$ cat config.mk
export PLATFORM = sky130hd
export DESIGN_NAME = wb_mem_arbiter
export DESIGN_NICKNAME = d
export VERILOG_FILES = /design/src/rtl/wb_mem_arbiter.sv
export SDC_FILE = /design/constraint.sdc
export NUM_CORES = 1
export LEC_CHECK = 0
export BUFFER_PORTS_ARGS = -buffer_cell sky130_fd_sc_hd__buf_4
export CORE_AREA = 2 2 339 341
export CTS_CLUSTER_SIZE = 20
export DETAILED_ROUTE_END_ITERATION = 10
export DIE_AREA = 0 0 341 343
export PLACE_DENSITY = 0.3
export REMOVE_ABC_BUFFERS = 1
export SKIP_CTS_REPAIR_TIMING = 1
export SKIP_LAST_GASP = 1
export SLEW_MARGIN = 30
export SYNTH_ARGS = -nofsm -noshare
export SYNTH_HDL_FRONTEND = slang
export SYNTH_SLANG_ARGS = --single-unit
$ cat constraint.sdc
create_clock -name clk -period 1.8 [get_ports clk]
set_clock_uncertainty 0.15 [all_clocks]
set_input_delay 0.27 -clock clk [delete_from_list [all_inputs] [get_ports clk]]
set_output_delay 0.27 -clock clk [all_outputs]
set_load 0.1 [all_outputs]
$ cat src/rtl/wb_mem_arbiter.sv
// rtl/wb_mem_arbiter.sv - round-robin two-master Wishbone arbiter for the shared line-memory port
// Optional slave-response watchdog: define WB_ARB_TIMEOUT_EN.
module wb_mem_arbiter #(
  parameter int ADDR_W  = 12,
  parameter int DATA_W  = 128,
  parameter int SEL_W   = 16,
  parameter int TIMEOUT = 255
) (
  input  logic              clk,
  input  logic              rst,
  input  logic              m0_cyc,
  input  logic              m0_stb,
  input  logic              m0_we,
  input  logic [ADDR_W-1:0] m0_adr,
  input  logic [DATA_W-1:0] m0_dat_m,
  input  logic [SEL_W-1:0]  m0_sel,
  output logic [DATA_W-1:0] m0_dat_s,
  output logic              m0_ack,
  output logic              m0_rty,
  input  logic              m1_cyc,
  input  logic              m1_stb,
  input  logic              m1_we,
  input  logic [ADDR_W-1:0] m1_adr,
  input  logic [DATA_W-1:0] m1_dat_m,
  input  logic [SEL_W-1:0]  m1_sel,
  output logic [DATA_W-1:0] m1_dat_s,
  output logic              m1_ack,
  output logic              m1_rty,
  output logic              s_cyc,
  output logic              s_stb,
  output logic              s_we,
  output logic [ADDR_W-1:0] s_adr,
  output logic [DATA_W-1:0] s_dat_m,
  output logic [SEL_W-1:0]  s_sel,
  input  logic [DATA_W-1:0] s_dat_s,
  input  logic              s_ack,
  input  logic              s_rty
);

  typedef enum logic [1:0] {IDLE, GNT0, GNT1} state_t;

  state_t state, state_nxt;
  logic   last, last_nxt;
  logic   req0, req1;
  logic   granted, gnt1, term, timeout_hit;

  assign req0    = m0_cyc & m0_stb;
  assign req1    = m1_cyc & m1_stb;
  assign granted = (state == GNT0) || (state == GNT1);
  assign gnt1    = (state == GNT1);
  assign term    = s_ack | s_rty;

`ifdef WB_ARB_TIMEOUT_EN
  localparam int CNT_W = ($clog2(TIMEOUT + 1) > 8) ? $clog2(TIMEOUT + 1) : 8;

  logic [CNT_W-1:0] cnt;

  // cnt holds the number of already-elapsed unanswered granted cycles
  always_ff @(posedge clk or posedge rst) begin
    if (rst)
      cnt <= '0;
    else if (!granted)
      cnt <= '0;
    else if (!term)
      cnt <= cnt + 1'b1;
  end

  assign timeout_hit = granted && !term && (cnt == CNT_W'(TIMEOUT - 1));
`else
  logic unused_timeout;

  assign unused_timeout = ^TIMEOUT;
  assign timeout_hit    = 1'b0;
`endif

  always_ff @(posedge clk or posedge rst) begin
    if (rst) begin
      state <= IDLE;
      last  <= 1'b1;
    end else begin
      state <= state_nxt;
      last  <= last_nxt;
    end
  end

  always_comb begin
    state_nxt = state;
    last_nxt  = last;
    s_cyc     = 1'b0;
    s_stb     = 1'b0;
    s_we      = 1'b0;
    s_adr     = '0;
    s_dat_m   = '0;
    s_sel     = '0;
    m0_ack    = 1'b0;
    m0_rty    = 1'b0;
    m1_ack    = 1'b0;
    m1_rty    = 1'b0;
    m0_dat_s  = s_dat_s;
    m1_dat_s  = s_dat_s;

    case (state)
      IDLE: begin
        if (req0 && (!req1 || last))
          state_nxt = GNT0;
        else if (req1)
          state_nxt = GNT1;
      end
      GNT0, GNT1: begin
        // An aborting master (cyc low) leaves the slave port fully idle
        if (gnt1 ? m1_cyc : m0_cyc) begin
          s_cyc   = 1'b1;
          s_stb   = gnt1 ? m1_stb   : m0_stb;
          s_we    = gnt1 ? m1_we    : m0_we;
          s_adr   = gnt1 ? m1_adr   : m0_adr;
          s_dat_m = gnt1 ? m1_dat_m : m0_dat_m;
          s_sel   = gnt1 ? m1_sel   : m0_sel;
        end
        if (timeout_hit) begin
          s_cyc = 1'b0;
          s_stb = 1'b0;
        end
        if (gnt1) begin
          m1_ack = s_ack;
          m1_rty = s_rty | timeout_hit;
        end else begin
          m0_ack = s_ack;
          m0_rty = s_rty | timeout_hit;
        end
        if (term || timeout_hit) begin
          state_nxt = IDLE;
          last_nxt  = gnt1;
        end else if (!(gnt1 ? m1_cyc : m0_cyc)) begin
          state_nxt = IDLE;
        end
      end
      default: state_nxt = IDLE;
    endcase
  end

endmodule

# Yosys cells after proc, flatten, opt, wreduce, memory -nomap -nowiden
# Index checks and enable logic that the tools add are counted.
dict set report totals {
  output_inout_bits 419
  elab_cells 47
  ff_bits 3
}
dict set report classes {
  n_mux 31
  reduce_logical 7
  n_eq_ne 4
  n_bitwise 3
}
# cell n
set ops {}
lappend ops {{two-way mux 128 bit} 3}
lappend ops {{two-way mux 16 bit} 3}
lappend ops {{two-way mux 12 bit} 3}
lappend ops {{two-way mux 1 bit} 17}
lappend ops {{two-way mux 2 bit} 4}
lappend ops {{!= test 3 bit (second input constant)} 2}
lappend ops {{case mux 2 bit (2 select lines)} 1}
lappend ops {{AND reduction 2 bit} 2}
lappend ops {{bitwise AND 1 bit} 2}
lappend ops {{equality test 2 x 1 -> 1 bit (second input constant)} 1}
lappend ops {{equality test 2 bit (second input constant)} 1}
lappend ops {{logical NOT 2 bit} 1}
lappend ops {{OR reduction 2 bit} 1}
lappend ops {{logical AND 1 bit} 1}
lappend ops {{logical NOT 1 bit} 1}
lappend ops {{logical OR 1 bit} 1}
lappend ops {{bitwise OR 1 bit} 1}

# Depth between registers and ports, before layout
# Gate-level depths: netlist of the first run.
dict set report logic_depth {
  ltp_word 6
  ltp_mapped 7
  mapped_depth_nobuf 5
}

# Worst setup path before layout of the first run
# Ideal clock, no wire load.
dict set report synth_timing {
  path_type {register to output}
  from {reg state[0]}
  to {out s_adr[0]}
  arrival_time_ps 2466
  n_path_buf 3
  required_time_ps 1380
  stages_incl_launch_ff 8
  path_slack_ps -1086
  path_cell_list {dfrtp_1 inv_1 ha_1 buf_2 buf_6 buf_4 mux2i_1 nor2_1}
}
dict set report synth_between {
  elab_chain_cells 4
  elab_cells_between_ends 7
  cone_classes {eq/ne: 2; mux: 4; reduce/logical: 1}
}
# element line_no
set synth_lines {}
lappend synth_lines {{start, declared} 42} ;# state_t state, state_nxt;
lappend synth_lines {{start signal, assigned} 81} ;# state <= state_nxt;
lappend synth_lines {{equality test 2 bit (*)} 50} ;# assign gnt1 = (state == GNT1);
lappend synth_lines {{net gnt1} 45} ;# logic granted, gnt1, term, timeout_hit;
lappend synth_lines {{two-way mux 12 bit / two-way mux 1 bit (equally long branches)} {115, 111}}
lappend synth_lines {{two-way mux 12 bit} 111} ;# if (gnt1 ? m1_cyc : m0_cyc) begin
lappend synth_lines {{two-way mux 12 bit (*)} 102} ;# case (state)
lappend synth_lines {{end, declared} 32} ;# output logic [ADDR_W-1:0] s_adr,
# The timed path passes the listed nets; every way through them passes the cells marked *.

# Worst setup path after layout of the first run
dict set report layout_timing {
  from {reg state[1]}
  to {out s_dat_m[30]}
}
dict set report layout_between {
  elab_chain_cells 4
  elab_cells_between_ends 7
  cone_classes {eq/ne: 2; mux: 4; reduce/logical: 1}
}
# element line_no
set layout_lines {}
lappend layout_lines {{equality test 2 bit (*)} 50}
lappend layout_lines {{net gnt1} 45}
lappend layout_lines {{two-way mux 128 bit / two-way mux 1 bit (equally long branches)} {116, 111}}
lappend layout_lines {{two-way mux 128 bit} 111}
lappend layout_lines {{two-way mux 128 bit (*)} 102}
lappend layout_lines {{end, declared} 33} ;# output logic [DATA_W-1:0] s_dat_m,
# Marked as above.

==> results.md, run 1 <==
* Outcome: finished, violations left
* Failing checks: negative setup slack
* Setup crit end kind: primary output
* Crit Path Max Fanout at 28
* Synth top area share at 45.6%
* DR vias/cell at approximately 2.6
* Die Wd at 341 µm
* #FFs+latches synth at 3
* # fillers at about 13000
* Pre-Repair DR Iteration Count at 4
* Crit start category: register
* RSZ-0062 raised after global routing: yes
* Fin crit share at 138%
* Commonest non-fill, non-tap cell in the layout: buf_4
* Total CTS buffers at 3
* Max-slew violation count at 0
* Post-Place Cells at between 2000 and 2500
* Synth Area in Adders at 0.545%
* CTS max path bufs at 2
* Power Dens Cells at 2170 nW/µm²
* GRT Total Usage at roughly an eighth
* Sequential fraction of the synthesis area at 1.66%
* Initial DRC count at approximately 330
* Most Used Layer, Global Route: met2
* Largest net degree at the start of global routing at 42
* IO Port Bufs at ~480
* Clock-pin transition on the worst setup and hold timing paths at 30 ps
* CTS root buffer: clkbuf_16
* Mux contribution to synthesized area at about a third
* Global-route wire length before repair at 91700 µm
* Antenna viol nets, final at 0
* Cell area after synthesis at approximately 4600 µm²
* Fin. Hold Viols at 0
* FP Rows at 124
* Final Critical Period at 2490 ps
* Initial core utilization at between 4 and 5%
* DPL Wire Length at approximately 68000 µm
* Vias in the first global route at approximately 5800
* Multi-input gate area at about 3200 µm²
* PnR worst setup slack at -691 ps
* Share of layout cells above drive strength 1 at between 70% and 80%
* Crit path from: state[1]$_DFFE_PP0P_
* Hold Path Depth at 3
* Routability cong. at ~0.75
* GRT met3 Usage at 15.8%
* Core Region at between 100000 and 150000 µm²
* FF-to-FF Start: state[1]$_DFFE_PP0P_
* Max cap viols at 0
* DR WL/cell at 34.3 µm
* Grt met2 use at between 10% and 20%
* Total congestion overflow at 0
* Sequential Area at 76.3 µm²
* Synth Area in Simple Gates at between 10% and 20%
* Area contributors post-synth: buf_4 46%, mux2i_1 34%, nor2_1 13%, buf_2 1.2%, dfrtp_1 1.1%
* Clk_lat worst skew at between 200 and 250 ps
* Hold/Removal Path Class: primary input to register
* Setup TNS at -97260 ps
* Die area at 117000 µm²
* Final Instance Count excl. Fillers at 2417
* Yosys warns at 0
* Crit path DAT at between 2000 and 2500 ps
* Hold Crit Start: m0_stb
* Synth cell types at 22
* Fin nets at 1356
* Area Growth Syn to Fin at 142%
* Met1 Resource Use GR at roughly an eighth
* Largest family of logic cells by synthesized area: buffers and inverters
* XOR/XNOR Fraction of Synth Area at 0%
* Post-Synthesis Cells at ~630
* Post-Route WL at between 80000 and 90000 µm
* Cell taking the most area after synthesis: buf_4
* Initial antenna violation count at 2
* Compound-Gate Fraction of Synth Area at between 1 and 1.5%
* Io pins at just under 900
* Commonest non-fill, non-tap cells in the layout: 359 x buf_4, 114 x mux2i_1, 91 x buf_6
* Syn avg cell area at 7.24 µm²
* CP Class: register to primary output
* Vias at 6174
* CTS tree: yes
* Max-slew headroom at between 60% and 70%
* TritonCTS Sinks at 3
* WP data required at between 1000 and 1500 ps
* Worst-margin pin slew at about 520 ps
* Die height at roughly 340 µm
* DRC violation count after routing at 0
* VDD IR-drop max at about 1.0 mV
* Htree depth at 1
* Leakage at ~4.2 nW
* Achievable Freq at about 400 MHz
* Final setup vio count at around 160
* R2R depth at 5
==> cells in the mapped netlist <==
master	instances
nand2_1	2
ha_1	2
and2_1	2
mux2_4	1
nand3_1	1
buf_2	11
dfrtp_1	2
nor2_1	159
o2111a_1	1
a31oi_1	1
buf_4	279
inv_1	4
mux2i_1	158
o21ai_0	1
nand2_2	1
a32o_1	2
dfstp_2	1
a32oi_1	1
buf_6	1
mux2_2	1
o2bb2ai_1	1
and3b_1	2
==> cells by family after synthesis <==
family	Yosys count
buffers and inverters	295
and+or+nand+nor	167
muxes	160
AOI/OAI and AO/OA	7
DFF	3
adders and majority gates	2
==> layout make-up <==
type                    count  share of cell area [%]
diodes                      2                  0.0450
clock buffers               4                   0.709
inverters                   4                   0.158
multi-input cells         338                    28.8
flip-flops and latches      3                   0.686
well taps                1512                    17.0
repair buffers            554                    52.5
==> worst max-delay path, stage by stage, from the launching register on <==
cell     delay [ps]
dfrtp_1         410
ha_4            230
buf_16          160
buf_16          160
buf_12          230
mux2i_1         300
nor2_1           90
buf_6           190
==> final timing paths <==
path	end	slack, ps
max	s_dat_m[30]	-690
min reg2reg	state[1]$_DFFE_PP0P_	440
max in group asynchronous	last$_DFFE_PP1P_	890
min in group asynchronous	state[0]$_DFFE_PP0P_	380
min	state[0]$_DFFE_PP0P_	300
max reg2reg	state[1]$_DFFE_PP0P_	-130
==> through the flow <==
step           cell area (µm²)  util (%)  power, W  hold WS, ps  worst slack (ps)
2_1_floorplan             2430         -   0.00888         -127             -8000
3_3_place_gp              8820      7.78    0.0192         33.5             -1060
3_5_place_dp              8830      7.78    0.0191         34.5             -1050
4_1_cts                   8910      7.85    0.0195         -197             -1290
5_1_grt                  11100      9.80    0.0250          335              -766
6_report                 11100      9.80    0.0241          302              -691
==> power breakdown <==
group          internal, W  switching (W)
sequential        0.000103      0.0000255
clock             0.000292      0.0000570
combinational      0.00802         0.0156
==> metal layers <==
layer | share of wire, % | wire length, µm
met5 | 2.0 | 1680
met4 | 1.5 | 1260
met3 | 24 | 20000
met2 | 38 | 31500
met1 | 34 | 28500
==> state kept, by name (all words and copies together) (netlist names) <==
signal,count
last,1
state,2
No activity file was read; power rests on OpenSTA's default activity.
==> run 2, diff against run 1 <==
Settings changed: SETUP_SLACK_MARGIN from default to 0.3.
==> results.md, run 2 (synthesized netlist as in run 1, its figures left out) <==
* Outcome: finished, violations left
* Failing checks: negative setup slack
* TritonCTS Sinks at 3 (unchanged)
* Max-slew headroom at 62.4% (-2.5 points)
* Largest reg by FF count: state
* Setup crit end kind: primary output
* CTS tree: yes
* Max stage delay cell, worst path: dfrtp_1
* Fin crit share at 139% (+0.58 points)
* Die area at 117000 µm² (unchanged)
* Hold/Removal Path Class: primary input to register
* Commonest non-fill, non-tap cells in the layout: 395 x buf_4, 119 x mux2i_1, 107 x nor2_1
* Max cap viols at 0 (unchanged)
* Routability cong. at 0.754 (unchanged)
* Crit Path Max Fanout at 9 (-68%)
* Setup TNS at -99040 ps (-1780 ps)
* Die height at 343 µm (unchanged)
* Critical Path Max Stage Delay at 410 ps (about the same)
* Internal at 0.00765 W (-9.1%)
* Clk_lat worst skew at 220 ps (about the same)
* Max FFs per register at 2 (unchanged)
* Place WS at -1050 ps (unchanged)
* Met2 routed WL at 31300 µm (-0.64%)
* Vias at 6120 (-0.87%)
* Pre-Repair DR Iteration Count at 4 (unchanged)
* Htree depth at 1 (unchanged)
* Leading registers by flop count: state (2), last (1)
* GRT Total Usage at 12.9% (unchanged)
* Global-route wire length before repair at 91700 µm (unchanged)
* Clock-pin transition on the worst setup and hold timing paths at 30 ps (about the same)
* FP Rows at 124 (unchanged)
* Max-slew violation count at 0 (unchanged)
* Fin nets at 1349 (-0.52%)
* Vias in the first global route at 5818 (unchanged)
* Initial DRC count at 352 (+7.3%)
* PnR worst setup slack at -701 ps (-10.5 ps)
* Commonest non-fill, non-tap cell in the layout: buf_4
* Final setup vio count at 164 (unchanged)
* RSZ-0062 raised after global routing: yes
* Total CTS buffers at 3 (unchanged)
* Logic pwr share at 97.9% (about the same)
* # fillers at 13200 (+0.27%)
* Die Wd at 341 µm (unchanged)
* Metal-1 WL at 28000 µm (-1.9%)
* Final Critical Period at 2500 ps (+10.5 ps)
* Leakage at 4.10 nW (-3.0%)
* Core Region at 113000 µm² (unchanged)
* Fin. Hold Viols at 0 (unchanged)
* Worst-margin pin slew at 553 ps (+37.2 ps)
* CTS root buffer: clkbuf_16
* DPL Wire Length at 68300 µm (unchanged)
* Area Growth Syn to Fin at 131%
* Initial antenna violation count at 3 (+1)
* VDD IR-drop max at 0.970 mV (-3.5%)
* Initial core utilization at 4.05% (unchanged)
* Sequential Area at 76.3 µm² (unchanged)
* Achievable Freq at 400 MHz (-0.42%)
* Largest net degree at the start of global routing at 42 (unchanged)
* Share of layout cells above drive strength 1 at 72.4% (-3.3 points)
* CP most frequent cell: buf_12
* DR vias/cell at 2.54 (-0.59%)
* CTS max path bufs at 2 (unchanged)
* Total congestion overflow at 0 (unchanged)
* Antenna viol nets, final at 0 (unchanged)
* Power Dens Cells at 2170 nW/µm² (about the same)
* Sw Pwr at 0.0153 W (-2.4%)
* Critical path cell sequence: ha_4 -> mux2_4 -> nand2_8 -> buf_12 -> nor2_1 -> buf_12
* IO Port Bufs at 484 (unchanged)
* Post-Route WL at 82500 µm (-0.57%)
* Io pins at 869 (unchanged)
* Clock power frac at 1.5% (about the same)
* DR WL/cell at 34.2 µm (-0.28%)
* Sw Share at 66.7% (+1.6 points)
* Met3 routed WL at 20400 µm (+2.0%)
* WP data required at 1380 ps (about the same)
* Crit start category: register
* Crit path DAT at 2080 ps (about the same)
* Reg power frac at 0.6% (about the same)
* CP Class: register to primary output
* DRC violation count after routing at 0 (unchanged)
* Multi-input gate area at 3060 µm² (-4.5%)
* Top routing layer in use: met5
-- run 2: cell types whose count changed in the layout (fill, tap and decap cells not counted), moves of 4 or more --
cell     before  now
mux2i_1     114  119
nor2_4       48   35
buf_12       84   69
nor2_1       89  107
buf_4       359  395
nor2_2       22   17
buf_6        91   66
mux2i_2      21   17
-- run 2: final cells by class --
cell class / instances / area share, %
clock buffers: 4 / 0.744
multi-input cells: 338 / 28.9
inverters: 4 / 0.142
flip-flops and latches: 3 / 0.721
well taps: 1512 / 17.9
diodes: 2 / 0.0473
repair buffers: 547 / 51.6
-- run 2: routing by layer --
| layer | vias to the layer above | track usage [%] |
|---|---|---|
| li1 | 2335 | - |
| met1 | 2626 | 11.7 |
| met2 | 1052 | 17.6 |
| met3 | 81 | 15.8 |
| met4 | 26 | 1.87 |
| met5 | - | 9.54 |
-- run 2: power by group through the flow --
stage / Clock (W) / Sequential [W] / Combinational, W
floorplan: 0 / 0.000117 / 0.00876
global route: 0.000361 / 0.000131 / 0.0233
detailed placement: 0 / 0.000126 / 0.0190
CTS: 0.000355 / 0.000126 / 0.0190
global placement: 0 / 0.000127 / 0.0191
finish: 0.000349 / 0.000128 / 0.0225
-- run 2: stage by stage --
stage	total power (W)	cells	hold slack, ps	cell area [µm²]	util (%)
floorplan	0.00888	343	-127	2430	-
global placement	0.0192	2378	33.5	8820	7.78
detailed placement	0.0191	2378	34.5	8830	7.78
CTS	0.0195	2382	-197	8910	7.85
global route	0.0238	2409	335	10600	9.34
finish	0.0230	2410	305	10600	9.34
-- run 2: worst paths after layout --
check                                     startpoint                   end  slack, ps  cells after the start
worst max-delay path            state[1]$_DFFE_PP0P_           s_dat_m[54]       -700                      6
worst min-delay path                          m0_stb  state[0]$_DFFE_PP0P_        310                      3
worst max register to register  state[1]$_DFFE_PP0P_  state[1]$_DFFE_PP0P_       -130                      5
worst min register to register  state[1]$_DFFE_PP0P_  state[1]$_DFFE_PP0P_        440                      1
max in group asynchronous                        rst      last$_DFFE_PP1P_        890                      3
min in group asynchronous                        rst  state[0]$_DFFE_PP0P_        380                      3
-- run 2: critical path, delay by kind of cell, from the launching register on --
kind,cells,cell delay [ps]
and+or+nand+nor,2,400
muxes,1,340
buffers and inverters,2,420
DFF,1,410
adders and majority gates,1,220
